<file path="config.mk">
export PLATFORM = sky130hd
export DESIGN_NAME = pwr_switch_ctrl
export DESIGN_NICKNAME = d
export VERILOG_FILES = /design/src/rtl/pwr_switch_ctrl.sv
export SDC_FILE = /design/constraint.sdc
export NUM_CORES = 1
export LEC_CHECK = 0
export CORE_MARGIN = 2
export CORE_UTILIZATION = 33
export DETAILED_ROUTE_END_ITERATION = 10
export DONT_BUFFER_PORTS = 1
export MAX_ROUTING_LAYER = met4
export SLEW_MARGIN = 20
export SYNTH_ARGS = -nofsm -noshare
export SYNTH_HDL_FRONTEND = slang
export SYNTH_SLANG_ARGS = --single-unit
</file>
<file path="constraint.sdc">
create_clock -name clk -period 2.45 [get_ports clk]
set_clock_uncertainty 0.2 [all_clocks]
set_input_delay 0.3675 -clock clk [delete_from_list [all_inputs] [get_ports clk]]
set_output_delay 0.3675 -clock clk [all_outputs]
set_load 0.01 [all_outputs]
</file>
<file path="src/rtl/pwr_switch_ctrl.sv">
// pwr_switch_ctrl: staged header-switch sequencer for the exec-unit power domain.
// Define PSW_RETENTION_EN to add the ret_save/ret_restore retention handshake.
module pwr_switch_ctrl #(
   parameter int N_SWITCH  = 4,
   parameter int STAGE_DLY = 2,
   parameter int RST_HOLD  = 3
) (
   input  logic                clk,
   input  logic                rst,
   input  logic                pwr_down,
   input  logic                iso_enable,
   input  logic                pwron_reset,
   output logic [N_SWITCH-1:0] sw_en,
   output logic                pwr_good,
   output logic                iso_clamp,
   output logic                dom_rst,
   output logic [2:0]          pwr_state,
`ifdef PSW_RETENTION_EN
   output logic                ret_save,
   output logic                ret_restore,
`endif
   output logic                err_protocol
);

   typedef enum logic [2:0] {
      S_ON      = 3'd0,
      S_RAMP_DN = 3'd1,
      S_OFF     = 3'd2,
      S_RAMP_UP = 3'd3,
      S_HOLD    = 3'd4,
      S_SAVE    = 3'd5,
      S_RESTORE = 3'd6
   } state_t;

   localparam logic [N_SWITCH-1:0] SW_ALL = '1;
   localparam logic [N_SWITCH-1:0] SW_ONE = N_SWITCH'(1);
   localparam logic [3:0] STG_LAST = 4'(STAGE_DLY - 1);
   localparam logic [3:0] HLD_LAST = 4'(RST_HOLD - 1);

   state_t              state;
   logic [3:0]          stg_cnt;
   logic [3:0]          hld_cnt;
   logic [N_SWITCH-1:0] sw_dn;
   logic [N_SWITCH-1:0] sw_up;
   logic                stg_done;
   logic                hld_done;
   logic                req_dn;

   assign sw_dn     = sw_en >> 1;
   assign sw_up     = {sw_en[N_SWITCH-2:0], 1'b1};
   assign stg_done  = (stg_cnt >= STG_LAST);
   assign hld_done  = (hld_cnt >= HLD_LAST);
   assign req_dn    = pwr_down & iso_enable;
   assign pwr_state = state;

   always_ff @(posedge clk) begin
      if (rst) begin
         state        <= S_HOLD;
         sw_en        <= SW_ALL;
         pwr_good     <= 1'b1;
         iso_clamp    <= 1'b1;
         dom_rst      <= 1'b1;
         err_protocol <= 1'b0;
         stg_cnt      <= '0;
         hld_cnt      <= '0;
`ifdef PSW_RETENTION_EN
         ret_save     <= 1'b0;
         ret_restore  <= 1'b0;
`endif
      end else begin
         // clamp stays on unless the branch below lands in ON
         iso_clamp <= 1'b1;
`ifdef PSW_RETENTION_EN
         ret_save    <= 1'b0;
         ret_restore <= 1'b0;
`endif
         if (pwr_down && !iso_enable) begin
            err_protocol <= 1'b1;
         end

         case (state)
            S_ON: begin
               sw_en    <= SW_ALL;
               pwr_good <= 1'b1;
               stg_cnt  <= '0;
               if (req_dn) begin
`ifdef PSW_RETENTION_EN
                  state    <= S_SAVE;
                  ret_save <= 1'b1;
                  dom_rst  <= dom_rst | pwron_reset;
`else
                  state    <= S_RAMP_DN;
                  sw_en    <= sw_dn;
                  pwr_good <= 1'b0;
                  dom_rst  <= 1'b1;
`endif
                  hld_cnt  <= '0;
               end else begin
                  iso_clamp <= iso_enable;
                  if (pwron_reset) begin
                     dom_rst <= 1'b1;
                     hld_cnt <= '0;
                  end else if (dom_rst) begin
                     if (hld_done) begin
                        dom_rst <= 1'b0;
                     end else begin
                        hld_cnt <= hld_cnt + 4'd1;
                     end
                  end
               end
            end

`ifdef PSW_RETENTION_EN
            S_SAVE: begin
               state    <= S_RAMP_DN;
               sw_en    <= sw_dn;
               pwr_good <= 1'b0;
               dom_rst  <= 1'b1;
               stg_cnt  <= '0;
               hld_cnt  <= '0;
            end

            S_RESTORE: begin
               state     <= S_ON;
               sw_en     <= SW_ALL;
               pwr_good  <= 1'b1;
               stg_cnt   <= '0;
               iso_clamp <= iso_enable;
               if (pwron_reset) begin
                  dom_rst <= 1'b1;
                  hld_cnt <= '0;
               end else begin
                  dom_rst <= 1'b0;
               end
            end
`endif

            S_RAMP_DN: begin
               pwr_good <= 1'b0;
               dom_rst  <= 1'b1;
               hld_cnt  <= '0;
               if (stg_done) begin
                  stg_cnt <= '0;
                  sw_en   <= sw_dn;
                  if (sw_dn == '0) begin
                     state <= S_OFF;
                  end
               end else begin
                  stg_cnt <= stg_cnt + 4'd1;
               end
            end

            S_OFF: begin
               sw_en    <= '0;
               pwr_good <= 1'b0;
               dom_rst  <= 1'b1;
               stg_cnt  <= '0;
               hld_cnt  <= '0;
               if (!pwr_down) begin
                  state <= S_RAMP_UP;
                  sw_en <= SW_ONE;
               end
            end

            S_RAMP_UP: begin
               pwr_good <= 1'b0;
               dom_rst  <= 1'b1;
               hld_cnt  <= '0;
               if (pwr_down) begin
                  // abort keeps the segments already on; first drop after a full stage
                  state   <= S_RAMP_DN;
                  stg_cnt <= '0;
               end else if (stg_done) begin
                  stg_cnt <= '0;
                  if (&sw_en) begin
                     state    <= S_HOLD;
                     pwr_good <= 1'b1;
                  end else begin
                     sw_en <= sw_up;
                  end
               end else begin
                  stg_cnt <= stg_cnt + 4'd1;
               end
            end

            S_HOLD: begin
               sw_en    <= SW_ALL;
               pwr_good <= 1'b1;
               dom_rst  <= 1'b1;
               stg_cnt  <= '0;
               if (pwr_down) begin
                  state    <= S_RAMP_DN;
                  sw_en    <= sw_dn;
                  pwr_good <= 1'b0;
                  hld_cnt  <= '0;
               end else if (pwron_reset) begin
                  hld_cnt <= '0;
               end else if (hld_done) begin
                  hld_cnt <= '0;
                  dom_rst <= 1'b0;
`ifdef PSW_RETENTION_EN
                  state       <= S_RESTORE;
                  ret_restore <= 1'b1;
`else
                  state     <= S_ON;
                  iso_clamp <= iso_enable;
`endif
               end else begin
                  hld_cnt <= hld_cnt + 4'd1;
               end
            end

            default: begin
               state    <= S_OFF;
               sw_en    <= '0;
               pwr_good <= 1'b0;
               dom_rst  <= 1'b1;
               stg_cnt  <= '0;
               hld_cnt  <= '0;
            end
         endcase
      end
   end

endmodule
</file>
# Yosys cells after proc, flatten, opt, wreduce, memory -nomap -nowiden
# Index checks and enable logic that the tools add are counted.
dict set report totals {
  register_bits 19
  inputBits 5
  output_inout_bits 11
  word_cells 86
}
dict set report classes {
  addsub 2
  order_cmp 2
  eq_ne 17
  n_mux 48
  bitwise_logic 1
  reduce_logical 8
}
# operator n
set op_table {}
lappend op_table {{2-to-1 mux 4 bit} 15}
lappend op_table {{2-to-1 mux 3 bit} 10}
lappend op_table {{case mux 4 bit (5 select lines)} 1}
lappend op_table {{2-to-1 mux 1 bit} 16}
lappend op_table {{case mux 4 bit (2 select lines)} 2}
lappend op_table {{case mux 3 bit (5 select lines)} 1}
lappend op_table {{!= test 2 bit, second input constant} 7}
lappend op_table {{!= test 3 bit, second input constant} 4}
lappend op_table {{adder 4 x 1 -> 4 bit, second input constant} 2}
lappend op_table {{!= test 4 bit, second input constant} 2}
lappend op_table {{AND reduction 4 bit} 2}
lappend op_table {{AND reduction 8 bit} 1}
lappend op_table {{== test 3 x 2 -> 1 bit, second input constant} 2}
lappend op_table {{greater-or-equal comparator 4 x 1 -> 1 bit, second input constant} 1}
lappend op_table {{greater-or-equal comparator 4 x 2 -> 1 bit, second input constant} 1}
lappend op_table {{logical NOT 4 bit} 1}
lappend op_table {{case mux 1 bit (2 select lines)} 2}
lappend op_table {{== test 3 x 1 -> 1 bit, second input constant} 1}
lappend op_table {{== test 3 bit, second input constant} 1}
lappend op_table {{logical NOT 3 bit} 1}
lappend op_table {{case mux 1 bit (3 select lines)} 1}
lappend op_table {{AND reduction 2 bit} 1}
lappend op_table {{AND 1 bit} 1}
lappend op_table {{logical AND 1 bit} 1}
lappend op_table {{logical NOT 1 bit} 1}

# Longest topological paths before layout
# Gate-level depths: netlist of the first run.
dict set report depth {
  ltp_word 6
  depth_mapped 6
  ltp_nobuf 6
}

# Worst setup path before layout of the first run
# No wires, ideal clock.
dict set report synth_path {
  path_type {reg-to-reg}
  start {register stg_cnt[1]}
  end {register state[0] (netlist: pwr_state[0])}
  setup_ns 0.123
  arrival_time_ns 1.636
  t_required_ns 2.127
  path_slack_ns 0.491
  stages_incl_launch_ff 7
  path_buffers 0
  synth_period_minus_slack_ns 1.959
  cell_sequence {dfxtp_1 inv_1 ha_1 or4b_4 a211oi_2 nor4_1 mux2_1}
}
dict set report synth_between {
  elab_chain_len 3
  word_cells_on_any_way 4
  classes_between {order compare (1); eq/ne (2); reduce/logical (1)}
}
# item line
set synth_rtl {}
lappend synth_rtl {{start: declaration} 41} ;# logic [3:0] stg_cnt;
lappend synth_rtl {{start signal: assignment} 149} ;# stg_cnt <= stg_cnt + 4'd1;
lappend synth_rtl {{start signal: assignment} 182} ;# stg_cnt <= stg_cnt + 4'd1;
lappend synth_rtl {{greater-or-equal comparator 4 x 1 -> 1 bit (*)} 51} ;# assign stg_done = (stg_cnt >= STG_LAST);
lappend synth_rtl {{!= test 3 bit (no source line) / != test 2 bit (equally long branches)} -}
lappend synth_rtl {{AND reduction 8 bit (no source line) (*)} -}
lappend synth_rtl {{end signal: assignment} 58} ;# state <= S_HOLD;
lappend synth_rtl {{end signal: assignment} 92} ;# state <= S_RAMP_DN;
lappend synth_rtl {{end signal: assignment} 146} ;# state <= S_OFF;
lappend synth_rtl {{end: declaration} 40} ;# state_t state;
# Every way passes the cells marked *; elsewhere a longest branch is shown, timed or not.
# A chain may end at the register's enable or synchronous reset.

# Worst setup path in the final report of the first run
dict set report layout_path {
  start {register stg_cnt[0]}
  end {register state[0] (netlist: pwr_state[0])}
}
# Same word-level chain as after synthesis.

==> flow_summary.toml, run 1 <==
[cts]
cts-buffers-inserted = 3
path_clk_slew_ns = 0.11
cts_tree = "built"
cts.sinks = 19
cts_root_buf = "clkbuf_4"
clk_path_buf_depth = 2
post_cts_buffers = 0
htreeDepth = 1
insertion_delay_ns = 0.30

[global_routing]
grt_max_degree = 14
grt_pass1_vias = 882
gr-total-overflow = 0
track_usage_pct = 15.6
grt_antenna_before_repair = 0
grt_pass1_wl_um = 4110

[drt]
dr.pass1.iters = 4
drt_iter0_markers = 29
vias_per_cell = 5.36
vias = 900
detail-route-antenna-nets = 0
wirelength_um = 2410
wl_per_cell_um = 14.4
drc = 0

[die]
fp.dieW_um = 60.1
coreArea_um2 = 3030
die_area_um2 = 3610
rows = 20
io_pins = 16
die_h_um = 60.1
initial_core_util_pct = 34.3

[timing]
fin_hold_ws_ns = 0.0197
hold_violations = 0
slew_headroom_pct = 64.9
min_period_over_period_pct = 85.2
fin_tns_setup_ns = 0
period_needed_ns = 2.09
worst_slack_ns = 0.363
worstMarginPinSlew_ns = 0.526
setup_violations = 0
rsz0062_at_grt = "false"
slew_violations = 0
fmax_mhz = 479

[logic_synthesis]
syn_inst = 121
ys_seq_area_share_pct = 36.7
syn_nets = 131
synth-seq-cells = 19
synth.distinct_cells = 40
ys_warn_count = 0
synth_area_per_cell_um2 = 8.57
syn_area_um2 = 1040

[status]
outcome = "finished clean"

[power]
leakagePower_nw = 0.435
irDropWorstVdd_uv = 299
p_per_area_nw_per_um2 = 914

[setup_path]
worstSetupEndpointType = "flip-flop"
cp_cell_sequence = "inv_1 > ha_1 > nor4b_1 > buf_4 > o21a_1 > nor4_1 > mux2_1"
worstSetupPathType = "flip-flop to flip-flop"
critical_path_peak_fanout = 4
critPathRequiredTime_ns = 2.44
cp.arrival_ns = 2.08
cp_top_family = "simple AND/OR/NAND/NOR gates"
cp_slowest_stage_delay_ns = 0.38
start_kind = "flip-flop"
slowest_stage = "dfxtp_1"
path_buf_inv = 2

[min_path]
hold_class = "primary input to flip-flop"

[finish]
postLayoutCellArea_um2 = 1130
finalNetCount = 135
drive_gt1_share_pct = 8.87
post-route-util_pct = 37.4
syn_to_final_growth_pct = 9.17
n_antenna_cell = 0

[place]
io_buffers = 0
dp_hpwl_um = 1720
pre_cts_slack_ns = 0.391
gp_congestion = 0.751
placedInstanceArea_um2 = 1090

[flow_run]
max-cap-violations = 0
## through the flow
step	std cells	power (W)
6_report	168	0.00103
5_1_grt	168	0.00112
4_1_cts	168	0.00104
3_5_place_dp	162	0.000868
3_3_place_gp	162	0.000863
2_1_floorplan	121	0.000774
## Yosys cell counts, drive strengths merged
cell	instances	area share, %
a2111oi	2	2.3
a211oi	3	2.7
a21boi	1	0.72
a21o	2	1.4
a21oi	12	5.8
a2bb2oi	2	1.7
a31o	1	0.84
a31oi	4	2.4
a41o	1	0.97
a41oi	1	0.84
and2	2	1.2
and3	1	0.60
buf	2	0.97
clkbuf	3	1.1
conb	1	0.36
dfxtp	19	37
ha	5	6.0
inv	9	3.3
mux2	1	1.1
nand2	4	1.4
nand2b	4	2.4
nand4	1	0.60
nor2	9	3.3
nor2b	3	1.8
nor3	4	1.9
nor4	2	1.8
nor4b	1	0.84
nor4bb	1	0.97
o2111a	1	1.1
o2111ai	1	1.4
o21a	1	0.72
o21ai	10	4.8
o31ai	2	1.4
or3b	1	0.84
or4	2	1.4
or4b	1	1.3
xnor2	1	0.84
## path summary, 6_finish.rpt
check / cells after the start / slack, ns / start / to
worst max register to register: 7 / 0.36 / stg_cnt[0] / pwr_state[0]
worst min-delay path: 2 / 0.02 / pwr_down / err_protocol
worst min register to register: 2 / 0.34 / hld_cnt[3] / hld_cnt[3]
worst max-delay path: 7 / 0.36 / stg_cnt[0] / pwr_state[0]
## kinds of logic after synthesis
logic type | Yosys count | synth area share [%]
AOI/OAI and AO/OA | 44 | 29.2
xor gates and xnor gates | 1 | 0.845
adders and majority gates | 5 | 6.03
buffers and inverters | 14 | 5.31
DFF | 19 | 36.7
muxes | 1 | 1.09
other | 1 | 0.362
and+or+nand+nor | 36 | 20.5
## layout make-up
type,instances,area (um2)
fill,334,1900
multi-input combinational,88,602
tap,44,55.1
sequential,19,380
clock buffer,4,26.3
timing repair buffer,4,35.0
inverter,9,33.8
## per-layer routing
layer	vias up	share of wire [%]	wire (um)	global-route usage (%)
met2	29	49	1190	25.5
met4	0	0.54	13	3.81
met1	417	42	1020	17.8
li1	452	-	-	-
met3	2	8.0	193	6.28
met5	-	0	0	-
## report_power, final
group / internal, W / switching [W] / leakage [nW]
logic: 0.000168 / 0.000188 / 0.264
clock network: 0.0000634 / 0.0000966 / 0.0150
registers: 0.000370 / 0.000148 / 0.156
## cells in the final DEF (no fill, tap or decap), types with 2 or more instances in the layout
cell	n
nand2_1	4
buf_4	2
a21o_1	2
nor3_1	4
clkbuf_4	3
and2_1	2
inv_1	9
nor2b_1	3
nor2_1	9
nand2b_1	4
dlygate4sd3_1	2
ha_1	5
o31ai_1	2
or4_1	2
o21ai_0	10
a2bb2oi_1	2
a211oi_1	2
a21oi_1	12
dfxtp_1	19
a31oi_1	4
## flip-flops by register name (all words and copies together), names as in the netlist
register	cells
hld_cnt	4
stg_cnt	4
sw_en	4
pwr_state	3
dom_rst	1
err_protocol	1
iso_clamp	1
pwr_good	1
## timing repair
action                                  4_1_cts  5_1_grt
endpoints found under the setup margin        0        0
gates resized for setup                       0        0
hold endpoints to repair                      9        0
hold buffers                                  2        0
Power figures use the tool's default switching activity.
==> run 2, diff against run 1 <==
==> constraint.sdc (replaced) <==
create_clock -name clk -period 2.45 [get_ports clk]
set_clock_uncertainty 0.2 [all_clocks]
set_input_delay 0 -clock clk [delete_from_list [all_inputs] [get_ports clk]]
set_output_delay 0 -clock clk [all_outputs]
set_load 0.01 [all_outputs]
==> flow_summary.toml, run 2 (synthesis gave the netlist of run 1 again) <==
[status]
outcome = "finished clean"

[power]
irDropWorstVdd_uv = 297
p_per_area_nw_per_um2 = 901
p_switching_w = 0.000442
p_int_w = 0.000606
seq_power_share_pct = 49.4
combPwrFrac_pct = 35.1
p_sw_share_pct = 42.2
clkPwrFrac_pct = 15.5
leakagePower_nw = 0.447

[place]
dp_hpwl_um = 1720
gp_congestion = 0.751
io_buffers = 0
pre_cts_slack_ns = 0.391

[timing]
slew_headroom_pct = 65.7
rsz0062_at_grt = "false"
slew_violations = 0
fmax_mhz = 479
period_needed_ns = 2.09
worst_slack_ns = 0.361
min_period_over_period_pct = 85.3
hold_violations = 0
fin_tns_setup_ns = 0
worstMarginPinSlew_ns = 0.510
setup_violations = 0

[global_routing]
grt_pass1_vias = 862
grt_pass1_wl_um = 4170
track_usage_pct = 15.9
grt_max_degree = 14
gr-total-overflow = 0
grt_antenna_before_repair = 0

[cts]
cts-buffers-inserted = 3
cts_root_buf = "clkbuf_4"
cts.sinks = 19
cts_tree = "built"
htreeDepth = 1
insertion_delay_ns = 0.30
clk_path_buf_depth = 2
path_clk_slew_ns = 0.11

[drt]
wl_per_cell_um = 14.3
dr.pass1.iters = 5
detail-route-antenna-nets = 0
vias_per_cell = 5.35
drt_iter0_markers = 49
vias = 915
drc = 0
wirelength_um = 2450

[die]
die_area_um2 = 3610
die_h_um = 60.1
fp.dieW_um = 60.1
coreArea_um2 = 3030
io_pins = 16
initial_core_util_pct = 34.3
rows = 20

[min_path]
hold-path-cell-count = 4
hp-start = "pwr_down"
hold_class = "primary input to flip-flop"

[finish]
finalNetCount = 138
n_antenna_cell = 0
final_common_cell = "dfxtp_1"
syn_to_final_growth_pct = 12.1
drive_gt1_share_pct = 8.66
layout_common_cells = "dfxtp_1, a21oi_1, o21ai_0"
largestRegisters = "hld_cnt (4), stg_cnt (4), sw_en (4)"

[setup_path]
path_buf_inv = 1
cp_cell_sequence = "inv_1 > ha_1 > or4b_4 > a211oi_2 > nor4_1 > mux2_1"
cp_slowest_stage_delay_ns = 0.50
cp.depth = 6
cp_top_family = "simple AND/OR/NAND/NOR gates"
r2r_cells = 6
critPathRequiredTime_ns = 2.44
slowest_stage = "or4b_4"
worstSetupEndpointType = "flip-flop"
r2r_start = "stg_cnt[1]"
cp.arrival_ns = 2.08
start_kind = "flip-flop"
critical_path_peak_fanout = 3
worstSetupPathType = "flip-flop to flip-flop"
cp-startpoint = "stg_cnt[1]"

[flow_run]
max-cap-violations = 0
-- run 2: changes by cell type in the layout (fill, tap and decap cells not counted) --
cell	change
dlygate4sd3_1	+3
-- run 2: power groups by stage --
stage | sequential (W) | combinational (W) | clock [W]
global route | 0.000531 | 0.000415 | 0.000181
CTS | 0.000517 | 0.000361 | 0.000172
finish | 0.000518 | 0.000368 | 0.000162
detailed placement | 0.000525 | 0.000343 | 0
global placement | 0.000523 | 0.000341 | 0
floorplan | 0.000457 | 0.000317 | 0
-- run 2: cell type report --
type / count / area (um2)
sequential: 19 / 380
inverter: 9 / 33.8
timing repair buffer: 7 / 65.1
clock buffer: 4 / 26.3
fill: 331 / 1870
multi-input combinational: 88 / 602
tap: 44 / 55.1
-- run 2: per-stage QoR --
step	std cells	instance area, um2	util (%)	power [W]	hold WS [ns]
4_1_cts	171	1160	38.4	0.00105	0.0659
3_5_place_dp	162	1090	35.9	0.000868	-0.126
3_3_place_gp	162	1090	35.9	0.000863	-0.123
2_1_floorplan	121	1040	-	0.000774	-0.0917
6_report	171	1160	38.4	0.00105	0.0924
5_1_grt	171	1160	38.4	0.00113	0.0653
-- run 2: layer usage --
layer | global-route usage (%) | wire length, um | vias up
met2 | 25.6 | 1210 | 36
met4 | 2.86 | 13 | 0
met3 | 5.84 | 195 | 2
met5 | - | 0 | -
li1 | - | - | 459
met1 | 19.1 | 1040 | 418
-- run 2: final timing paths --
check,slack [ns],endpoint
max,0.36,pwr_state[0]
min,0.09,pwr_state[0]
max reg2reg,0.36,pwr_state[0]
min reg2reg,0.36,hld_cnt[2]
-- run 2: tightest hold or removal path, delay by kind of cell --
family / cells / cell delay (ns)
and+or+nand+nor: 2 / 0.30
muxes: 1 / 0.19
AOI/OAI and AO/OA: 1 / 0.07
-- run 2: repair_timing --
action	CTS	global route
resized for setup	0	0
endpoints found under the hold margin	18	0
buffers inserted	0	0
setup endpoints to repair	0	0
hold buffers	5	0
==> run 3, diff against run 2 <==
--- a/config.mk
+++ b/config.mk
@@ -10,6 +10,7 @@
 export DETAILED_ROUTE_END_ITERATION = 10
 export DONT_BUFFER_PORTS = 1
 export MAX_ROUTING_LAYER = met4
+export PLACE_DENSITY = 0.53
 export SLEW_MARGIN = 20
 export SYNTH_ARGS = -nofsm -noshare
 export SYNTH_HDL_FRONTEND = slang
==> flow_summary.toml, run 3 (synthesis gave the netlist of run 1 again) <==
[finish]
drive_gt1_share_pct = 8.66
layout_common_cells = "dfxtp_1, a21oi_1, o21ai_0"
fill_cells = 299
n_antenna_cell = 0
post-route-util_pct = 38.4
syn_to_final_growth_pct = 12.1
finalNetCount = 138
final_common_cell = "dfxtp_1"
largestRegisters = "hld_cnt (4), stg_cnt (4), sw_en (4)"
multi_input_area_um2 = 602
postLayoutCellArea_um2 = 1160
register_area_um2 = 380

[cts]
path_clk_slew_ns = 0.10
htreeDepth = 1
clk_path_buf_depth = 2
cts.sinks = 19
insertion_delay_ns = 0.30
cts_tree = "built"
cts_root_buf = "clkbuf_4"
cts-buffers-inserted = 3
cts_resized = 0

[power]
irDropWorstVdd_uv = 274
p_per_area_nw_per_um2 = 895
leakagePower_nw = 0.447

[setup_path]
slowest_stage = "or4b_4"
cp.arrival_ns = 2.05
start_kind = "flip-flop"
critPathRequiredTime_ns = 2.44
r2r_cells = 6
cp_cell_sequence = "inv_1 > ha_1 > or4b_4 > a211oi_2 > nor4_1 > mux2_1"
r2r_start = "stg_cnt[1]"
worstSetupPathType = "flip-flop to flip-flop"
timing.rr.end = "pwr_state[0]"
cp_slowest_stage_delay_ns = 0.50
rrSetupSlack_ns = 0.38
worstSetupEndpointType = "flip-flop"
critical_path_peak_fanout = 3

[drt]
detail-route-antenna-nets = 0
vias_per_cell = 5.47
drt_iter0_markers = 71
drc = 0
wirelength_um = 2380
dr.pass1.iters = 4
vias = 935
wl_per_cell_um = 13.9

[min_path]
hp-start = "pwr_down"
hold-path-cell-count = 4
hold_class = "primary input to flip-flop"
whs_endpoint = "pwr_state[0]"

[flow_run]
max-cap-violations = 0

[status]
outcome = "finished clean"

[timing]
fin_tns_setup_ns = 0
hold_violations = 0
worst_slack_ns = 0.384
rsz0062_at_grt = "false"
period_needed_ns = 2.07
fmax_mhz = 484
slew_headroom_pct = 63.4
setup_violations = 0
slew_violations = 0
min_period_over_period_pct = 84.3
worstMarginPinSlew_ns = 0.548

[die]
io_pins = 16
die_h_um = 60.1
die_area_um2 = 3610
rows = 20
initial_core_util_pct = 34.3
coreArea_um2 = 3030
fp.dieW_um = 60.1

[place]
io_buffers = 0
gp_congestion = 0.803
placedInstanceArea_um2 = 1090
pre_cts_slack_ns = 0.402
dp_hpwl_um = 1690

[global_routing]
grt_pass1_vias = 834
grt_pass1_wl_um = 4170
gr-total-overflow = 0
grt_antenna_before_repair = 0
grt_max_degree = 14
track_usage_pct = 15.8
## run 3: cell counts in the layout (fill, tap and decap cells not counted)
Identical to the previous run, type by type.
## run 3: layer usage
metal | global-route usage (%) | up-vias | wire, um
met1 | 21.0 | 454 | 1110
li1 | - | 458 | -
met5 | - | - | 0
met2 | 22.8 | 21 | 1110
met4 | 2.86 | 0 | 19
met3 | 6.28 | 2 | 141
## run 3: worst max path at each step
stage / depth (start not counted) / to / startpoint
2_1_floorplan: 6 / pwr_state[0] / stg_cnt[1]
3_3_place_gp: 6 / pwr_state[0] / stg_cnt[1]
3_5_place_dp: 6 / pwr_state[0] / stg_cnt[1]
4_1_cts: 6 / pwr_state[0] / stg_cnt[1]
5_1_grt: 7 / sw_en[2] / stg_cnt[1]
6_report: 6 / pwr_state[0] / stg_cnt[1]
## run 3: power breakdown
part | leakage, nW | total (W) | internal, W | switching [W]
registers | 0.156 | 0.000513 | 0.000371 | 0.000143
clock network | 0.0150 | 0.000158 | 0.0000634 | 0.0000947
logic | 0.276 | 0.000369 | 0.000172 | 0.000198
## run 3: area by class of cell
cell class	instances	share of cell area, %
multi-input combinational	88	51.8
sequential	19	32.7
timing repair buffer	7	5.60
tap	44	4.74
inverter	9	2.91
clock buffer	4	2.26
## run 3: through the flow
step           cells  power (W)  hold slack [ns]
6_report         171    0.00104           0.0219
5_1_grt          171    0.00112           0.0295
4_1_cts          171    0.00105          0.00264
3_5_place_dp     162   0.000870           -0.124
3_3_place_gp     162   0.000865           -0.125
2_1_floorplan    121   0.000774          -0.0917
## run 3: what timing repair did
action,4_1_cts,5_1_grt
endpoints found under the hold margin,18,0
buffers inserted,0,0
hold buffers,5,0
## run 3: critical path: cells and delay by family, from the launching register on
family	cells	cell delay, ns
flip-flops	1	0.34
AND/OR/NAND/NOR	2	0.59
AO/OA/AOI/OAI	1	0.25
buffers and inverters	1	0.07
adder cells (fa/ha/maj)	1	0.20
multiplexers	1	0.32
